===== src/rtl/tinker_mem_arb_pkg.sv =====
// tinker_mem_arb_pkg: shared state/requester types and access sizes for the tinker memory arbiter
package tinker_mem_arb_pkg;

    typedef enum logic [2:0] {IDLE, ISSUE, WAIT, RESP, ERR} state_t;

    typedef enum logic {REQ_IF, REQ_D} req_t;

    localparam int IF_BYTES = 4;
    localparam int D_BYTES  = 8;

endpackage


===== src/rtl/tinker_mem_arb_pick.sv =====
// tinker_mem_arb_pick: data-priority grant select with an anti-starvation counter that forces an IF win
module tinker_mem_arb_pick
    import tinker_mem_arb_pkg::*;
#(
    parameter int STARVE_MAX = 4
) (
    input  logic clk,
    input  logic reset,
    input  logic if_valid,
    input  logic d_valid,
    input  logic accept,
    output req_t grant,
    output logic forced
);

    localparam int SW = $clog2(STARVE_MAX + 1);

    logic [SW-1:0] starve;
    logic          at_max;

    assign at_max = starve == SW'(STARVE_MAX);
    assign forced = at_max && if_valid && d_valid;
    assign grant  = (d_valid && !forced) ? REQ_D : REQ_IF;

    // Count accepts IF loses while waiting; saturate, clear once IF is accepted
    always_ff @(posedge clk or negedge reset)
        if (!reset)
            starve <= '0;
        else if (accept)
            starve <= grant == REQ_IF ? '0 : (if_valid && !at_max) ? starve + 1'b1 : starve;

endmodule


===== src/rtl/tinker_mem_arbiter.sv =====
// tinker_mem_arbiter: shares one fixed-latency memory port between fetch and data traffic; TINKER_MEM_ARB_STATS_EN adds grant statistics
module tinker_mem_arbiter
    import tinker_mem_arb_pkg::*;
#(
    parameter int MEM_LAT    = 2,
    parameter int STARVE_MAX = 4,
    parameter int MEM_BYTES  = 524288
) (
    input  logic        clk,
    input  logic        reset,
    input  logic        if_req_valid,
    output logic        if_req_ready,
    input  logic [63:0] if_addr,
    output logic        if_rsp_valid,
    output logic [31:0] if_rsp_data,
    output logic        if_rsp_err,
    input  logic        d_req_valid,
    output logic        d_req_ready,
    input  logic        d_we,
    input  logic [63:0] d_addr,
    input  logic [63:0] d_wdata,
    output logic        d_rsp_valid,
    output logic [63:0] d_rsp_data,
    output logic        d_rsp_err,
    output logic        mem_en,
    output logic        mem_we,
    output logic [63:0] mem_addr,
    output logic [63:0] mem_wdata,
    input  logic [63:0] mem_rdata
`ifdef TINKER_MEM_ARB_STATS_EN
    ,
    output logic [31:0] stat_if_grants,
    output logic [31:0] stat_d_grants,
    output logic [31:0] stat_forced
`endif
);

    localparam int CW = $clog2(MEM_LAT + 1);

    generate
        if (MEM_LAT < 1) begin : g_lat_chk
            $error("MEM_LAT must be at least 1");
        end
        if (STARVE_MAX < 1) begin : g_starve_chk
            $error("STARVE_MAX must be at least 1");
        end
    endgenerate

    state_t        state, state_nx;
    req_t          grant, id_q;
    logic          forced, accept, in_range, we_q, if_done, d_done;
    logic [CW-1:0] cnt;
    logic [63:0]   addr_q, wdata_q, d_data_q, rsp_now, req_addr;
    logic [31:0]   if_data_q;

    tinker_mem_arb_pick #(.STARVE_MAX(STARVE_MAX)) u_pick (
        .clk     (clk),
        .reset   (reset),
        .if_valid(if_req_valid),
        .d_valid (d_req_valid),
        .accept  (accept),
        .grant   (grant),
        .forced  (forced)
    );

    assign if_req_ready = reset && state == IDLE && grant == REQ_IF && if_req_valid;
    assign d_req_ready  = reset && state == IDLE && grant == REQ_D && d_req_valid;
    assign accept       = if_req_ready || d_req_ready;
    assign req_addr     = grant == REQ_IF ? if_addr : d_addr;
    assign in_range     = ({1'b0, req_addr} + 65'(grant == REQ_IF ? IF_BYTES - 1 : D_BYTES - 1)) < 65'(MEM_BYTES);

    // Next state: walk one access through issue/wait/resp, or take the single-cycle error branch
    always_comb begin
        state_nx = state;
        state_nx = state == IDLE  ? (accept ? (in_range ? ISSUE : ERR) : IDLE)
                 : state == ISSUE ? (MEM_LAT == 1 ? RESP : WAIT)
                 : state == WAIT  ? (cnt == CW'(MEM_LAT - 1) ? RESP : WAIT)
                 : IDLE;
    end

    // State register and access latch; reset discards any in-flight access
    always_ff @(posedge clk or negedge reset)
        if (!reset) begin
            state   <= IDLE;
            id_q    <= REQ_IF;
            we_q    <= 1'b0;
            addr_q  <= '0;
            wdata_q <= '0;
            cnt     <= '0;
        end else begin
            state <= state_nx;
            cnt   <= state == ISSUE ? CW'(1) : state == WAIT ? cnt + 1'b1 : cnt;
            if (accept) begin
                id_q    <= grant;
                we_q    <= grant == REQ_D && d_we;
                addr_q  <= req_addr;
                wdata_q <= grant == REQ_D ? d_wdata : '0;
            end
        end

    assign if_done = (state == RESP || state == ERR) && id_q == REQ_IF;
    assign d_done  = (state == RESP || state == ERR) && id_q == REQ_D;
    assign rsp_now = (state == RESP && !we_q) ? mem_rdata : '0;

    assign if_rsp_valid = if_done;
    assign if_rsp_err   = if_done && state == ERR;
    assign if_rsp_data  = if_done ? rsp_now[31:0] : if_data_q;
    assign d_rsp_valid  = d_done;
    assign d_rsp_err    = d_done && state == ERR;
    assign d_rsp_data   = d_done ? rsp_now : d_data_q;
    assign mem_en       = state == ISSUE;
    assign mem_we       = mem_en && we_q;
    assign mem_addr     = addr_q;
    assign mem_wdata    = wdata_q;

    // Keep the last response data visible between pulses
    always_ff @(posedge clk or negedge reset)
        if (!reset) begin
            if_data_q <= '0;
            d_data_q  <= '0;
        end else begin
            if (if_done) if_data_q <= rsp_now[31:0];
            if (d_done) d_data_q <= rsp_now;
        end

`ifdef TINKER_MEM_ARB_STATS_EN
    // Saturating grant statistics, bumped on every accept including out-of-range ones
    always_ff @(posedge clk or negedge reset)
        if (!reset) begin
            stat_if_grants <= '0;
            stat_d_grants  <= '0;
            stat_forced    <= '0;
        end else if (accept) begin
            if (if_req_ready && stat_if_grants != '1) stat_if_grants <= stat_if_grants + 1'b1;
            if (d_req_ready && stat_d_grants != '1) stat_d_grants <= stat_d_grants + 1'b1;
            if (forced && stat_forced != '1) stat_forced <= stat_forced + 1'b1;
        end
`endif

endmodule


===== config.mk =====
export PLATFORM = sky130hd
export DESIGN_NAME = tinker_mem_arbiter
export DESIGN_NICKNAME = d
export VERILOG_FILES = /design/src/rtl/tinker_mem_arb_pkg.sv /design/src/rtl/tinker_mem_arb_pick.sv /design/src/rtl/tinker_mem_arbiter.sv
export SDC_FILE = /design/constraint.sdc
export NUM_CORES = 1
export LEC_CHECK = 0
export ABC_AREA = 1
export BUFFER_PORTS_ARGS = -buffer_cell sky130_fd_sc_hd__buf_2
export CORE_AREA = 2 2 191 193
export DETAILED_ROUTE_END_ITERATION = 6
export DIE_AREA = 0 0 193 195
export PLACE_DENSITY_LB_ADDON = 0.08
export SLEW_MARGIN = 20
export SYNTH_ARGS = -nofsm -noshare
export SYNTH_HDL_FRONTEND = slang
export SYNTH_SLANG_ARGS = --single-unit

===== constraint.sdc =====
create_clock -name clk -period 3.6 [get_ports clk]
set_input_delay 0 -clock clk [delete_from_list [all_inputs] [get_ports clk]]
set_output_delay 0 -clock clk [all_outputs]
set_load 0.05 [all_outputs]

==> flow_summary.ini, run 1 <==
[cells_and_area]
insertedDiodeCount = 0
finish.net_count = 2845
synthToLayoutAreaGrowth_pct = 47.18
layout-drive-gt1-share_pct = 23.57

[placement]
post-dp-hpwl_mm = 42.85
port-buffer-count = 492
place_congestion = 1.011
pre_cts_ws_ns = 0.07949

[cts]
clock-root-buffer = clkbuf_16
clk_pin_slew_worst_paths_ns = 0.06
numClockSinks = 234
cts-root-to-sink-buffers = 3
htree_levels = 1
cts-buffers-inserted = 28
clk-insertion-delay-late_ns = 0.53
tritoncts = done

[logic_synthesis]
netlist_area_um2 = 13210
combinational_family_with_the_most_area_after_synthesis = simple AND/OR/NAND/NOR gates
synth-xor-area-share_pct = 0.6631
synth_area_per_cell_um2 = 6.963
synth.ff_latch_count = 234
netlist_top_cells_area = dfrtp_1 (44%), nand2_1 (20%), nor2_1 (6.4%)
fraction_of_the_mapped_netlist_area_in_simple_logic_gates_pct = 36.14
yosys.cell_count.top_type = nand2_1
synthDominantCellAreaShare_pct = 44.33
postSynth.topFlopCell = dfrtp_1
synth.yosys.warnings = 0
synth_nets = 2161
synth_sequential_area_ratio_pct = 44.33
synth_area_leader_cell = dfrtp_1
yosys.area_share.adder_pct = 0.2842
synth-compound-area-share_pct = 10.99
synth.lib_cells_used.distinct = 29
synth-edff-count = 0
synthMuxAreaShare_pct = 0.07578
post_synth_inst_count = 1897
async_set_reset_flop_share_out_of_synthesis_pct = 100.0
synth.top_cells.by_count = nand2_1 (709), dfrtp_1 (234), nor2_1 (226)

[worst_setup_path]
path_buf_inv = 4
flop2flop_setup_slack_ns = 0.22
path_common_cell = nand2_1
critical_path.reg2reg.startpoint = u_pick.starve[0]
crit_path_dat_ns = 3.81
worst_path_top_cell_family_by_delay = simple AND/OR/NAND/NOR gates
critical_path.reg2reg.endpoint = state[2]
crit_path_top_delay_cell = nor2_1
worstPathCellList = inv_1 > ha_1 > nand3_4 > buf_12 > buf_4 > nand3_1 > nand2_1 > nor2_2 > nand2_1 > nand2_1 > nand2_1 > nor2_1 > nand2_1 > nand2_1 > nand4_1 > nor2_1 > nand2_1 > nor2_1 > nand3_1 > nand2_1 > inv_1
start_kind = register
r2r_cells = 21
timing.setup.critical_path_class = register to register
crit_required_ns = 4.02
worstSetupEndpointType = register
critPathMaxStageDelay_ns = 0.44
worst-path-max-fanout = 42

[route]
drt_wl_total_mm = 56.52
wire_per_inst_um = 18.46
route.vias.total = 15230
remaining_drc_errors = 0
vias_per_cell = 4.974
number_of_detailed_route_iterations_in_the_first_pass = 6
drt-initial-drc-count = 852
ant_nets = 0

[timing]
setup-tns-final_ns = 0
fin_worst_hold_slack_ns = 0.005940
slew_headroom_pct = 30.01
fmax_ghz = 0.2957
worst_clock_skew_ns = 0.007885
setup_slack_ns = 0.2187
finalSetupViolations = 0
timing.final.crit_period_ns = 3.381
worst_pin_slew_ns = 1.049
post-route-period-util_pct = 93.92
final-hold-violation-count = 0
final_max_slew_viol_count = 0

[floorplan]
fp.dieW_um = 193
area_of_the_die_um2 = 37640
start_util_pct = 37.32
die-height_um = 195
area_inside_the_core_boundary_um2 = 35400
fp-row-count = 69
count_of_boundary_i_o_pins = 493

[worst_hold_path]
min_from = d_addr[62]
min_delay_path_depth = 4
holdPathEnd = mem_addr[62]
worstHoldPathType = input port to register

[global_routing]
grt_usage_pct = 29.01
gr-total-overflow = 0
antenna_found_initial = 0
grt_start_max_net_pins = 138
grt_first_pass_wirelength_mm = 84.47
vias_in_the_first_global_route = 14800

[power_and_ir_drop]
ir_drop_v = 0.0005292
static-leakage-power_nw = 10.52
power.density_nw_per_um2 = 646.8

[flow_run]
drv_cap = 0

[run_status]
status = completed
-- metal layers --
layer,up-vias,GRT usage [%],wire [µm]
li1,7445,-,-
met3,122,4.349,4029
met5,-,0,0
met4,0,12.23,2578
met2,606,47.11,25950
met1,7056,38.47,23960
-- final cells by class --
| type | count | area, µm² |
|---|---|---|
| fill | 3467 | 15960 |
| multi-input combinational | 1420 | 6450 |
| sequential | 234 | 5856 |
| timing repair buffer | 748 | 5044 |
| clock buffer | 37 | 805.8 |
| tap | 461 | 576.8 |
| inverter | 149 | 559.3 |
| clock inverter | 13 | 150.1 |
-- where the power goes --
part           switching (mW)  internal (mW)
registers               0.323           3.36
clock network            1.11           1.78
logic                    4.55           1.45
-- registers in the layout (all words and copies together), names as in the netlist --
name and flops:
if_data_q 32, state 3, cnt 2, mem_wdata 64, mem_addr 64, id_q 1
we_q 1, u_pick.starve 3, d_data_q 64
-- through the flow --
| step | area (µm²) | util (%) | std cells | power [mW] |
|---|---|---|---|---|
| after floorplan | 13210 | - | 1897 | 7.736 |
| after global placement | 16240 | 45.87 | 2796 | 9.427 |
| after CTS | 19350 | 54.66 | 3060 | 12.63 |
| after global routing | 19440 | 54.92 | 3062 | 13.19 |
| after detailed placement | 16240 | 45.87 | 2796 | 9.455 |
| final | 19440 | 54.92 | 3062 | 12.58 |
-- kinds of logic after synthesis --
group | Yosys count
XOR/XNOR | 10
adder cells (fa/ha/maj) | 3
multiplexers | 1
AND/OR/NAND/NOR | 1165
buffers and inverters | 243
flip-flops | 234
AO/OA/AOI/OAI | 241
-- tightest hold or removal path, stage by stage --
cell and delay [ns]:
buf_2 0.07, or2_2 0.08, o21ai_0 0.13, o21ai_0 0.20
-- layout by cell type, fill, tap and decap left out, types with 5 or more instances in the layout --
cell	instances
a21oi_1	34
a22o_1	64
buf_12	9
buf_2	491
buf_4	33
clkbuf_16	29
clkbuf_8	5
clkinv_2	8
dfrtp_1	234
dlygate4sd3_1	213
inv_1	147
nand2_1	707
nand3_1	168
nand3b_1	24
nand4_1	17
nor2_1	213
nor2_2	13
nor2_4	7
nor3_1	6
o21ai_0	139
xor2_1	10
-- worst max path at each step --
stage / slack, ns / to / depth (start not counted) / from
floorplan: 0.29 / if_data_q[0] / 6 / state[2]
global placement: 0.07 / state[2] / 22 / u_pick.starve[0]
detailed placement: 0.08 / state[2] / 21 / u_pick.starve[0]
CTS: 0.06 / state[2] / 21 / u_pick.starve[0]
global route: -0.02 / state[2] / 21 / u_pick.starve[0]
finish: 0.22 / state[2] / 21 / u_pick.starve[0]
-- timing repair --
action / 4_1_cts / 5_1_grt
hold buffers: 214 / 0
endpoints found under the hold margin: 290 / 0
endpoints found under the setup margin: 0 / 2
gates resized for setup: 0 / 16
buffers inserted: 0 / 1
Power figures use the tool's default switching activity.
==> run 2: changes to the inputs <==
- CTS_BUF_LIST: default -> sky130_fd_sc_hd__clkbuf_2 sky130_fd_sc_hd__clkbuf_4 sky130_fd_sc_hd__clkbuf_8
==> run 2 against run 1 <==
- sequential power hardly changed
- critical path depth stayed put
- total power is 1.9% lower
- core utilization up 0.27 points
- first-iteration DRC count rose by 5.8%
- clock power fell by 9.3%
- sequential cell count unchanged
- clock skew grew 0.012 ns
- count of clock-buffer cells in the layout up 29
- combinational power rose by 0.7%
- critical path type unchanged
- critical endpoint unchanged
==> flow_summary.ini, run 2 (synthesized netlist as in run 1, its figures left out) <==
[run_status]
status = completed

[global_routing]
grt_first_pass_wirelength_mm = 85.50
antenna_found_initial = 0
vias_in_the_first_global_route = 15000
gr-total-overflow = 0
grt_usage_pct = 29.41
grt_start_max_net_pins = 138

[power_and_ir_drop]
totalPowerFinal_mw = 12.34
static-leakage-power_nw = 10.59
ir_drop_v = 0.0005763
power.density_nw_per_um2 = 631.4
seq_power_share_pct = 29.8
internal-power_mw = 6.356
comb_power_share_pct = 49.0
netSwitchingPower_mw = 5.981
clock_power_share_pct = 21.2
netSwitchingFraction_pct = 48.48

[worst_setup_path]
path_buf_inv = 4
critPathMaxStageDelay_ns = 0.43
timing.setup.critical_path_class = register to register
worstSetupEndpointType = register
path_common_cell = nand2_1
crit_path_top_delay_cell = nor2_1
crit_required_ns = 4.03
worst_path_top_cell_family_by_delay = simple AND/OR/NAND/NOR gates
crit_path_dat_ns = 3.80
worstPathCellList = inv_1 > ha_1 > nand3_4 > buf_12 > buf_4 > nand3_1 > nand2_1 > nor2_2 > nand2_1 > nand2_1 > nand2_1 > nor2_1 > nand2_1 > nand2_1 > nand4_1 > nor2_1 > nand2_1 > nor2_1 > nand3_1 > nand2_1 > inv_1
worst-path-max-fanout = 42
start_kind = register

[floorplan]
area_inside_the_core_boundary_um2 = 35400
count_of_boundary_i_o_pins = 493
area_of_the_die_um2 = 37640
fp.dieW_um = 193
fp-row-count = 69
die-height_um = 195
start_util_pct = 37.32

[cells_and_area]
utilization_pct = 55.20
final.fill_count = 3464
final_common_cell = nand2_1
highest_count_cells_in_the_layout_ignoring_fill_and_taps = nand2_1 (707), buf_2 (491), dfrtp_1 (234)
insertedDiodeCount = 0
synthToLayoutAreaGrowth_pct = 47.91
layout-drive-gt1-share_pct = 24.10
multi_input_comb_area_um2 = 6447
finish.net_count = 2877
layout.area.seq_um2 = 5856

[cts]
clk-insertion-delay-late_ns = 0.56
htree_levels = 2
cts-buffers-inserted = 43
clock-root-buffer = clkbuf_8
cts-root-to-sink-buffers = 3
clk_pin_slew_worst_paths_ns = 0.05
tritoncts = done
numClockSinks = 234

[route]
remaining_drc_errors = 0
drt_wl_total_mm = 57.05
drt-initial-drc-count = 901
route.vias.total = 15450
wire_per_inst_um = 18.40
vias_per_cell = 4.984
number_of_detailed_route_iterations_in_the_first_pass = 5
ant_nets = 0

[timing]
post-route-period-util_pct = 93.60
final_max_slew_viol_count = 0
final-hold-violation-count = 0
timing.final.crit_period_ns = 3.369
finalSetupViolations = 0
slew_headroom_pct = 31.34
worst_pin_slew_ns = 1.029
worst_clock_skew_ns = 0.01985
fmax_ghz = 0.2968

[placement]
port-buffer-count = 492
place_congestion = 1.011
post-dp-hpwl_mm = 42.85

[flow_run]
drv_cap = 0

[worst_hold_path]
worstHoldPathType = input port to register
==> run 2: cell count changes in the layout (fill, tap and decap cells not counted), sizes merged <==
| cell | change |
|---|---|
| bufinv | -2 |
| dlygate4sd3 | +17 |
| clkbuf | +29 |
| clkinv | -6 |
==> run 2: worst paths after layout <==
| path | from | endpoint | slack (ns) | depth (start not counted) |
|---|---|---|---|---|
| worst max-delay path | u_pick.starve[0] | state[2] | 0.23 | 21 |
| worst max register to register | u_pick.starve[0] | state[2] | 0.23 | 21 |
| worst min register to register | mem_addr[63] | mem_addr[63] | 0.48 | 2 |
| min in group asynchronous | reset | d_data_q[46] | 0.06 | 3 |
| worst min-delay path | d_addr[62] | mem_addr[62] | 0.005 | 4 |
| max in group asynchronous | reset | d_data_q[51] | 2.67 | 3 |
==> run 2: what timing repair did <==
item / in CTS / in global routing
hold buffers: 231 / 0
setup buffers: 0 / 1
resized for setup: 0 / 15
hold endpoints to repair: 298 / 0
endpoints found under the setup margin: 0 / 2
==> run 2: area by class of cell <==
cell class                 count  share of cell area [%]
multi-input combinational   1420                   33.00
sequential                   234                   29.97
timing repair buffer         765                   26.69
clock buffer                  66                   4.233
tap                          461                   2.952
inverter                     149                   2.863
clock inverter                 5                  0.2946
==> run 2: worst min-delay path: cells and delay by family <==
kind | cells | cell delay (ns)
compound gates | 2 | 0.34
simple gates | 1 | 0.08
buf+inv | 1 | 0.07
==> run 2: power by group through the flow <==
stage	sequential (mW)	clock, mW	combinational, mW
finish	3.68	2.62	6.04
global route	3.76	2.81	6.40
CTS	3.67	2.70	6.02
detailed placement	3.72	0	5.74
global placement	3.69	0	5.74
floorplan	5.22	0	2.52
==> run 2: stage by stage <==
stage	setup TNS, ns	worst slack, ns	area, µm²	cells	hold WS (ns)
detailed placement	0	0.07949	16240	2796	-0.07961
CTS	0	0.06857	19440	3098	0.001984
global placement	0	0.07363	16240	2796	-0.07756
finish	0	0.2305	19540	3100	0.005465
global route	-0.01718	-0.01718	19540	3100	0.01935
floorplan	0	0.2921	13210	1897	-0.2956
==> run 2: layer usage <==
layer	track usage, %	up-vias	wire, µm
met5	0	-	0
li1	-	7511	-
met2	46.81	651	25770
met3	5.050	143	4163
met4	13.92	0	2891
met1	38.80	7144	24230
==> run 3: changes to the inputs <==
==> constraint.sdc (replaced) <==
create_clock -name clk -period 3.6 [get_ports clk]
set_input_delay 0.54 -clock clk [delete_from_list [all_inputs] [get_ports clk]]
set_output_delay 0.54 -clock clk [all_outputs]
set_load 0.05 [all_outputs]
==> run 3 against run 2 <==
- count of clock-buffer cells in the layout down 2
- worst setup slack got worse by 0.0027 ns
- total power fell by 2.3%
- hold slack better by 0.16 ns
- final cell count shrank 7.4%
- register-to-register slack improved by 0.03 ns
- sequential power is essentially flat
- combinational power down 4.8%
- via count shrank 6.7%
- sequential cell count did not move
- sequential share of layout area increased by 4.1 points
- non-clock buffer count down 235
- critical endpoint is now if_rsp_data[26]
- largest power group unchanged
==> flow_summary.ini, run 3 (synthesized netlist as in run 1, its figures left out) <==
[run_status]
status = completed

[worst_setup_path]
critPathMaxStageDelay_ns = 0.47
flop2flop_setup_slack_ns = 0.26
crit_required_ns = 3.06
timing.setup.critical_path_class = register to output pin
worst-path-max-fanout = 64
crit_path_dat_ns = 2.83
worstPathCellList = nor3_2 > a21oi_2 > buf_4 > nor2_1 > inv_4 > o21ai_0 > buf_2
timing.critical_path.to = if_rsp_data[26]
worstSetupEndpointType = output pin
critical_path.reg2reg.endpoint = state[2]
crit_path_top_delay_cell = dfrtp_1
r2r_cells = 19
start_kind = register
startpoint = state[2]
critical_path.reg2reg.startpoint = u_pick.starve[0]

[cts]
htree_levels = 2
cts-buffers-inserted = 43
clk_pin_slew_worst_paths_ns = 0.06
cts-root-to-sink-buffers = 3
clk-insertion-delay-late_ns = 0.59
tritoncts = done
clock-root-buffer = clkbuf_8
numClockSinks = 234

[cells_and_area]
utilization_pct = 48.62
synthToLayoutAreaGrowth_pct = 30.29
highest_count_cells_in_the_layout_ignoring_fill_and_taps = nand2_1 (709), buf_2 (491), dfrtp_1 (234)
fin_cells = 2870
layout-drive-gt1-share_pct = 26.03
final_common_cell = nand2_1
final.fill_count = 3728
layout.area.seq_um2 = 5856
finish.net_count = 2643
multi_input_comb_area_um2 = 6446

[power_and_ir_drop]
totalPowerFinal_mw = 12.05
ir_drop_v = 0.0005473
power.density_nw_per_um2 = 700.4
static-leakage-power_nw = 9.557

[global_routing]
grt_start_max_net_pins = 142
vias_in_the_first_global_route = 13950
grt_first_pass_wirelength_mm = 80.38
grt_use_met2_pct = 46.78
gr-max-usage-layer = met2
grt_usage_pct = 28.00
grt_util_met1_pct = 35.11
gr-total-overflow = 0
use_met3_pct = 6.488
antenna_found_initial = 7

[route]
route.vias.total = 14420
remaining_drc_errors = 0
vias_per_cell = 5.024
drt_wl_total_mm = 54.75
drt-initial-drc-count = 1006
ant_nets = 0
wire_per_inst_um = 19.08
number_of_detailed_route_iterations_in_the_first_pass = 5

[floorplan]
area_inside_the_core_boundary_um2 = 35400
area_of_the_die_um2 = 37640
fp.dieW_um = 193
start_util_pct = 37.32
die-height_um = 195
count_of_boundary_i_o_pins = 493
fp-row-count = 69

[worst_hold_path]
worstHoldPathType = input port to register

[timing]
fmax_ghz = 0.2965
finalSetupViolations = 0
worst_clock_skew_ns = 0.02344
rsz_0062_raised_after_global_routing = yes
timing.final.crit_period_ns = 3.372
slew_headroom_pct = 49.11
final_max_slew_viol_count = 0
post-route-period-util_pct = 93.67
worst_pin_slew_ns = 0.7634
setup_slack_ns = 0.2278
final-hold-violation-count = 0

[placement]
port-buffer-count = 492
numPlacedInstances = 2792
post-dp-hpwl_mm = 42.45
place_congestion = 0.9669
pre_cts_ws_ns = 0.06584

[flow_run]
drv_cap = 0
## run 3: stage by stage
stage / hold slack (ns) / instance area [µm²] / setup TNS [ns]
final: 0.1670 / 17210 / 0
after global routing: 0.1418 / 17210 / -0.002740
after global placement: 0.4632 / 16250 / -0.006017
after CTS: 0.1234 / 17140 / 0
after detailed placement: 0.4618 / 16250 / 0
after floorplan: 0.2444 / 13210 / 0
## run 3: layer usage
layer / share of wire, % / vias up
met2: 47 / 564
li1: - / 7045
met4: 3.5 / 6
met5: 0.068 / -
met3: 8.2 / 101
met1: 41 / 6703
## run 3: area by class of cell
class	instances	area share (%)
Clock inverter	7	0.4289
Sequential cell	234	34.02
Multi-Input combinational cell	1421	37.46
Antenna cell	4	0.05816
Timing Repair Buffer	530	16.69
Inverter	149	3.272
Tap cell	461	3.351
Clock buffer	64	4.718
## run 3: what timing repair did
item | 4_1_cts | 5_1_grt
gates resized for setup | 1 | 11
endpoints found under the hold margin | 37 | 0
pin swaps | 0 | 3
setup buffers | 0 | 1
cloned | 0 | 1
setup endpoints to repair | 25 | 30
hold buffers | 1 | 0
## run 3: critical path: cells and delay by family (launching register included)
| kind | cells | cell delay [ns] |
|---|---|---|
| AO/OA/AOI/OAI | 2 | 0.37 |
| buffers and inverters | 3 | 0.87 |
| flip-flops | 1 | 0.47 |
| AND/OR/NAND/NOR | 2 | 0.53 |
## run 3: how the worst min path moves through the flow
stage,startpoint,end,slack (ns),depth (start not counted)
6_report,d_we,we_q,0.17,3
5_1_grt,d_wdata[32],mem_wdata[32],0.14,2
4_1_cts,d_we,we_q,0.12,3
3_5_place_dp,reset,mem_addr[6],0.46,1
3_3_place_gp,reset,mem_addr[9],0.46,1
2_1_floorplan,reset,cnt[0],0.24,0
## run 3: power by group
part / internal, mW / leakage, nW / switching, mW
combinational: 1.25 / 6.12 / 4.50
clock: 1.51 / 0.455 / 1.13
sequential: 3.36 / 2.99 / 0.310
